==> config.mk <==
export PLATFORM = sky130hd
export DESIGN_NAME = ysyx_22050039_ifu
export DESIGN_NICKNAME = d
export VERILOG_FILES = /design/src/rtl/ysyx_22050039_ifu.sv
export SDC_FILE = /design/constraint.sdc
export NUM_CORES = 1
export LEC_CHECK = 0
export BUFFER_PORTS_ARGS = -buffer_cell sky130_fd_sc_hd__buf_2
export CAP_MARGIN = 5
export CELL_PAD_IN_SITES_DETAIL_PLACEMENT = 0
export CELL_PAD_IN_SITES_GLOBAL_PLACEMENT = 1
export CORE_MARGIN = 3
export CORE_UTILIZATION = 39
export CTS_CLUSTER_SIZE = 8
export DETAILED_ROUTE_END_ITERATION = 16
export GPL_TIMING_DRIVEN = 0
export HOLD_SLACK_MARGIN = 0.12
export PLACE_DENSITY = 0.89
export REMOVE_ABC_BUFFERS = 1
export SLEW_MARGIN = 20
export SYNTH_ARGS = -nofsm -noshare
export SYNTH_HDL_FRONTEND = slang
export SYNTH_SLANG_ARGS = --single-unit
==> constraint.sdc <==
create_clock -name clk -period 6.4 [get_ports clk]
set_input_delay 0.96 -clock clk [delete_from_list [all_inputs] [get_ports clk]]
set_output_delay 0.96 -clock clk [all_outputs]
set_load 0.005 [all_outputs]
==> src/rtl/ysyx_22050039_ifu.sv <==
// ----------------------------------------------------------------------------
// ysyx_22050039_ifu -- instruction fetch unit for the RV64 core.
//
// Owns the architectural PC, issues one instruction-memory read at a time
// and hands the fetched instruction plus its PC to decode over a
// valid/ready handshake. PC redirects (jal/jalr) take priority over the
// sequential pc+4 step in every state. A redirect that lands while a read
// is in flight marks that read as stale, and its response is discarded.
//
// Optional build macro:
//   YSYX_22050039_IFU_MISALIGN_CHK_EN -- adds output fetch_fault. A fetch
//   from a PC with pc[1:0] != 0 issues no memory request. Instead a
//   zero instruction is presented to decode with fetch_fault=1.
//
// Ports:
//   clk              in   clock, rising edge
//   rst              in   asynchronous active-high reset
//   imem_req_valid   out  read request valid
//   imem_req_ready   in   memory accepts request
//   imem_req_addr    out  read address (the current PC)
//   imem_resp_valid  in   read data valid, one per accepted request
//   imem_resp_data   in   read data
//   redirect_valid   in   load redirect_pc as next fetch PC
//   redirect_pc      in   redirect target
//   inst_valid       out  inst/inst_pc valid to decode
//   inst_ready       in   decode accepts
//   inst             out  fetched instruction
//   inst_pc          out  PC of inst
//   fetch_fault      out  (macro only) misaligned-fetch marker
//
// All outputs come straight from flops. There is no combinational path
// from any input to any output.
// ----------------------------------------------------------------------------
module ysyx_22050039_ifu #(
    parameter int                XLEN     = 64,
    parameter int                INST_LEN = 32,
    parameter logic [XLEN-1:0]   RESET_PC = 64'h0000_0000_8000_0000
) (
    input  logic                 clk,
    input  logic                 rst,
    output logic                 imem_req_valid,
    input  logic                 imem_req_ready,
    output logic [XLEN-1:0]      imem_req_addr,
    input  logic                 imem_resp_valid,
    input  logic [INST_LEN-1:0]  imem_resp_data,
    input  logic                 redirect_valid,
    input  logic [XLEN-1:0]      redirect_pc,
    output logic                 inst_valid,
    input  logic                 inst_ready,
    output logic [INST_LEN-1:0]  inst,
    output logic [XLEN-1:0]      inst_pc
`ifdef YSYX_22050039_IFU_MISALIGN_CHK_EN
    ,
    output logic                 fetch_fault
`endif
);

    localparam logic [1:0] S_IDLE = 2'd0;
    localparam logic [1:0] S_REQ  = 2'd1;
    localparam logic [1:0] S_WAIT = 2'd2;
    localparam logic [1:0] S_OUT  = 2'd3;

    // Sequential PC step; wraps modulo 2^XLEN.
    function automatic logic [XLEN-1:0] pc_step(input logic [XLEN-1:0] pc);
        pc_step = pc + XLEN'(3'd4);
    endfunction

`ifdef YSYX_22050039_IFU_MISALIGN_CHK_EN
    // Instruction fetches must be 4-byte aligned.
    function automatic logic pc_misaligned(input logic [XLEN-1:0] pc);
        pc_misaligned = (pc[1:0] != 2'b00);
    endfunction
`endif

    logic [1:0]          state_r;
    logic [1:0]          state_s;
    logic [XLEN-1:0]     pc_r;
    logic [XLEN-1:0]     pc_s;
    logic                drop_r;
    logic                drop_s;
    logic [INST_LEN-1:0] inst_r;
    logic [INST_LEN-1:0] inst_s;
    logic [XLEN-1:0]     inst_pc_r;
    logic [XLEN-1:0]     inst_pc_s;
    logic                req_valid_r;
    logic                inst_valid_r;
`ifdef YSYX_22050039_IFU_MISALIGN_CHK_EN
    logic                fault_r;
    logic                fault_s;
`endif

    // Next-state, next-PC and capture logic for the fetch FSM.
    always_comb begin
        state_s   = state_r;
        pc_s      = pc_r;
        drop_s    = drop_r;
        inst_s    = inst_r;
        inst_pc_s = inst_pc_r;
`ifdef YSYX_22050039_IFU_MISALIGN_CHK_EN
        fault_s   = fault_r;
`endif
        case (state_r)
            S_IDLE: begin
                state_s = S_REQ;
                if (redirect_valid) begin
                    pc_s = redirect_pc;
                end else begin
                    pc_s = pc_r;
                end
            end
            S_REQ: begin
                // imem_req_valid is high throughout REQ, so ready alone
                // completes the handshake. A redirect on the accepting edge
                // makes the just-issued read stale.
                if (imem_req_ready) begin
                    state_s = S_WAIT;
                    drop_s  = redirect_valid;
                end else begin
                    state_s = S_REQ;
                end
                if (redirect_valid) begin
                    pc_s = redirect_pc;
                end else begin
                    pc_s = pc_r;
                end
            end
            S_WAIT: begin
                if (imem_resp_valid) begin
                    if (drop_r || redirect_valid) begin
                        state_s = S_REQ;
                        drop_s  = 1'b0;
                    end else begin
                        inst_s    = imem_resp_data;
                        inst_pc_s = pc_r;
                        state_s   = S_OUT;
                    end
                end else if (redirect_valid) begin
                    drop_s = 1'b1;
                end else begin
                    drop_s = drop_r;
                end
                if (redirect_valid) begin
                    pc_s = redirect_pc;
                end else begin
                    pc_s = pc_r;
                end
            end
            S_OUT: begin
                // A redirect in the same cycle as the handoff still delivers
                // the instruction; only the next PC changes.
                if (redirect_valid) begin
                    pc_s    = redirect_pc;
                    state_s = S_REQ;
`ifdef YSYX_22050039_IFU_MISALIGN_CHK_EN
                    fault_s = 1'b0;
`endif
                end else if (inst_ready) begin
                    pc_s    = pc_step(pc_r);
                    state_s = S_REQ;
`ifdef YSYX_22050039_IFU_MISALIGN_CHK_EN
                    fault_s = 1'b0;
`endif
                end else begin
                    state_s = S_OUT;
                end
            end
            default: begin
                state_s = S_IDLE;
            end
        endcase
`ifdef YSYX_22050039_IFU_MISALIGN_CHK_EN
        // Any (re)entry into REQ with a misaligned PC bypasses memory and
        // presents a faulting zero instruction to decode instead.
        if ((state_s == S_REQ) && pc_misaligned(pc_s)) begin
            state_s   = S_OUT;
            inst_s    = {INST_LEN{1'b0}};
            inst_pc_s = pc_s;
            fault_s   = 1'b1;
        end else begin
            fault_s   = fault_s;
        end
`endif
    end

    // FSM state, PC, stale-response flag and output registers.
    always_ff @(posedge clk or posedge rst) begin
        if (rst) begin
            state_r      <= S_IDLE;
            pc_r         <= RESET_PC;
            drop_r       <= 1'b0;
            inst_r       <= {INST_LEN{1'b0}};
            inst_pc_r    <= RESET_PC;
            req_valid_r  <= 1'b0;
            inst_valid_r <= 1'b0;
        end else begin
            state_r      <= state_s;
            pc_r         <= pc_s;
            drop_r       <= drop_s;
            inst_r       <= inst_s;
            inst_pc_r    <= inst_pc_s;
            req_valid_r  <= (state_s == S_REQ);
            inst_valid_r <= (state_s == S_OUT);
        end
    end

`ifdef YSYX_22050039_IFU_MISALIGN_CHK_EN
    // Misaligned-fetch marker, tied to the OUT entry that raised it.
    always_ff @(posedge clk or posedge rst) begin
        if (rst) begin
            fault_r <= 1'b0;
        end else begin
            fault_r <= fault_s;
        end
    end

    assign fetch_fault = fault_r;
`endif

    assign imem_req_valid = req_valid_r;
    assign imem_req_addr  = pc_r;
    assign inst_valid     = inst_valid_r;
    assign inst           = inst_r;
    assign inst_pc        = inst_pc_r;

endmodule

==> summary.txt <==
Synth
  – Synth top area share: 51.6%
  – Post-synth EDFFs: 0
  – Synthesized area: 7900 um2
  – Ys flop type: dfrtp_1
  – Mapped Cells: roughly 720
  – Top post-synthesis cells by area: dfrtp_1 (52%), mux2_2 (14%), nor2_1 (3.1%), nor3_1 (2.1%), nand2_1 (2.0%)
  – Leading area contributor after synthesis: dfrtp_1
  – Asr flop ratio synth: 100%
  – Yosys cell types: 60
  – Register area share after synthesis: a little over half
  – Yosys warnings: 0
  – Synth Register Bits: 165
  – Average cell area after synthesis: 10.9 um2

Worst setup path
  – Critical Path End Type: register
  – Crit path max fanout: 47
  – CP Launch Type: input pin
  – WP data required: 6710 ps
  – Critical Path AT: 3990 ps
  – Worst setup path class: in -> reg

Layout
  – Post-Layout Cell Count: 1247
  – Most common cell after layout, fill and taps aside: buf_2
  – Filler cells: 1849
  – Leading cell types in the layout, fill and taps excluded: buf_2 (262), dfrtp_1 (163), mux2_2 (100)
  – Final nets: 1071
  – Fraction of layout cells with a size suffix above 1: 42.6%
  – Synth-to-Final Area Change: 27.6%

STA
  – Slack of the critical path: 2720 ps
  – Final period util: between 50% and 60%
  – RSZ-0062 raised after global routing: no
  – Slew HR: 38.7%
  – Final Hold Viols: 0
  – Setup Skew: 8.45 ps
  – Final Max Tran Viols: 0
  – Post-route minimum period: around 3700 ps
  – Least-Margin Pin Slew: 914 ps
  – F_max: 0.272 GHz
  – Final setup fails: 0

Clock network
  – Clock network latency to the later pin of the worst-skew pair: approximately 430 ps
  – TritonCTS clock tree: yes
  – Htree depth: 4
  – Cts bufs inserted: 17
  – # Post-CTS Setup Buffers: 0
  – Resized cells post-CTS: 0
  – Root Buffer: clkbuf_16
  – Reg clk slew, reported paths: 60 ps
  – Clock sink count: 165
  – Cts hold-fix bufs: 0
  – Clk buf depth: 2

Floorplanning
  – Die Ht: between 100 and 150 um
  – DIE WIDTH: 148 um
  – Initial core utilization: 40.1%
  – Rows: ~50
  – Core area: 19700 um2
  – I/O pin total: approximately 260
  – Full die area: about 22000 um2

Placed design
  – DP Worst Slack: 2380 ps
  – Buffers on Ports: approximately 260
  – GP Congestion: just over 0.8
  – Dpl hpwl: about 17000 um
  – Placed insts: 1214

Detailed routing
  – Drt drc: 0
  – Initial DRC Count: roughly 480
  – Post-route ant nets: 0
  – Via density per instance: 5.54
  – Drt pass-1 iters: 5
  – Via count: 6905
  – Drt total wl: 24100 um
  – Avg WL per Cell: 19.3 um

GRT
  – Vias in the first global route: 6734
  – Largest net degree at the start of global routing: 96
  – Total track usage: a little over a fifth
  – Antenna violations before repair: 3
  – Remaining Overflow, GRT: 0
  – First-pass GRT wire length: 37900 um

Pwr
  – Power, Total: 3.64 mW
  – Pwr dens: 361 nW/um2
  – P_leak: 4.68 nW
  – Peak supply drop: 0.198 mV

Outcome
  – Outcome: completed

Hold path
  – Hold Crit Class: reg -> reg

Flow run
  – MaxCap Viol Count: 0
-- cell families (layout without fill, tap and decap cells) --
kind of cell | after synthesis | count (layout) | synth area share (%)
adder cells (fa/ha/maj) | 1 | 1 | 0.158
AO/OA/AOI/OAI | 114 | 114 | 10.0
XOR/XNOR | 12 | 12 | 1.33
AND/OR/NAND/NOR | 273 | 273 | 18.6
multiplexers | 104 | 104 | 14.8
buffers and inverters | 54 | 312 | 2.83
other | 0 | 1 | 0
flip-flops | 165 | 165 | 52.3
-- registers in the layout, indices dropped and copies added (netlist names) --
signal	count
inst_valid	1
imem_req_valid	1
inst_pc	64
imem_req_addr	64
inst	32
drop_r	1
state_r	2
-- report_power, final --
group	internal, mW	total (mW)	switching (mW)	leakage, nW
Sequential	1.38	1.63	0.250	2.03
Clock	0.606	1.04	0.430	0.285
Combinational	0.537	0.974	0.437	2.37
Total	2.52	3.64	1.12	4.68
-- final timing paths --
path / startpoint / to / slack, ps / cells past startpoint
max: redirect_valid / imem_req_addr[53]$_DFFE_PP0P_ / 2720 / 7
max in group asynchronous: rst / inst_pc[58]$_DFFE_PP0P_ / 4940 / 3
min in group asynchronous: rst / inst[16]$_DFFE_PP0P_ / 580 / 2
max reg2reg: state_r[0]$_DFF_PP0_ / imem_req_addr[53]$_DFFE_PP0P_ / 3310 / 5
min: inst_pc[49]$_DFFE_PP0P_ / inst_pc[49]$_DFFE_PP0P_ / 500 / 1
min reg2reg: inst_pc[49]$_DFFE_PP0P_ / inst_pc[49]$_DFFE_PP0P_ / 500 / 1
-- synthesized netlist by cell type (5+ instances only) --
library cell,instances
a211oi_1,17
a21oi_1,18
a311oi_1,8
a31oi_1,6
and2_1,7
and3_1,19
and4_1,12
buf_2,9
clkbuf_1,25
dfrtp_1,163
inv_1,13
mux2_2,100
nand2_1,43
nand3_1,32
nand4_1,25
nor2_1,65
nor3_1,33
nor4_1,14
o21ai_0,27
o22ai_1,5
o31a_1,5
xnor2_1,7
xor2_1,5
-- area by class of cell --
type	count	area, um2	share of cell area [%]
inverter	13	56.3	0.558
tap	265	332	3.29
timing repair buffer	267	1410	14.0
multi-input combinational	504	3550	35.2
clock inverter	11	124	1.23
sequential	165	4130	41.0
clock buffer	21	470	4.66
antenna	1	2.50	0.0248
-- per-stage QoR --
stage / util, % / hold slack [ps] / instance area [um2] / setup TNS [ps]
2_1_floorplan: - / 506 / 7730 / 0
3_3_place_gp: 47.6 / 484 / 9380 / -176750
3_5_place_dp: 48.1 / 490 / 9490 / 0
4_1_cts: 51.1 / 504 / 10100 / 0
5_1_grt: 51.1 / 509 / 10100 / 0
6_report: 51.1 / 499 / 10100 / 0
-- worst max-delay path, cell delays in order --
cell and delay (ps):
buf_4 240, buf_12 240, nand4b_1 810, nor3_1 440, nand4_1 600, o32ai_1 470
o21ba_2 200
-- metal layers --
metal	track usage [%]	up-vias	share of wire [%]
li1	-	3185	-
met1	29.0	3387	43
met2	34.9	286	47
met3	5.97	41	7.8
met4	7.07	6	2.0
met5	0	-	0.17
No activity file was read; power rests on OpenSTA's default activity.
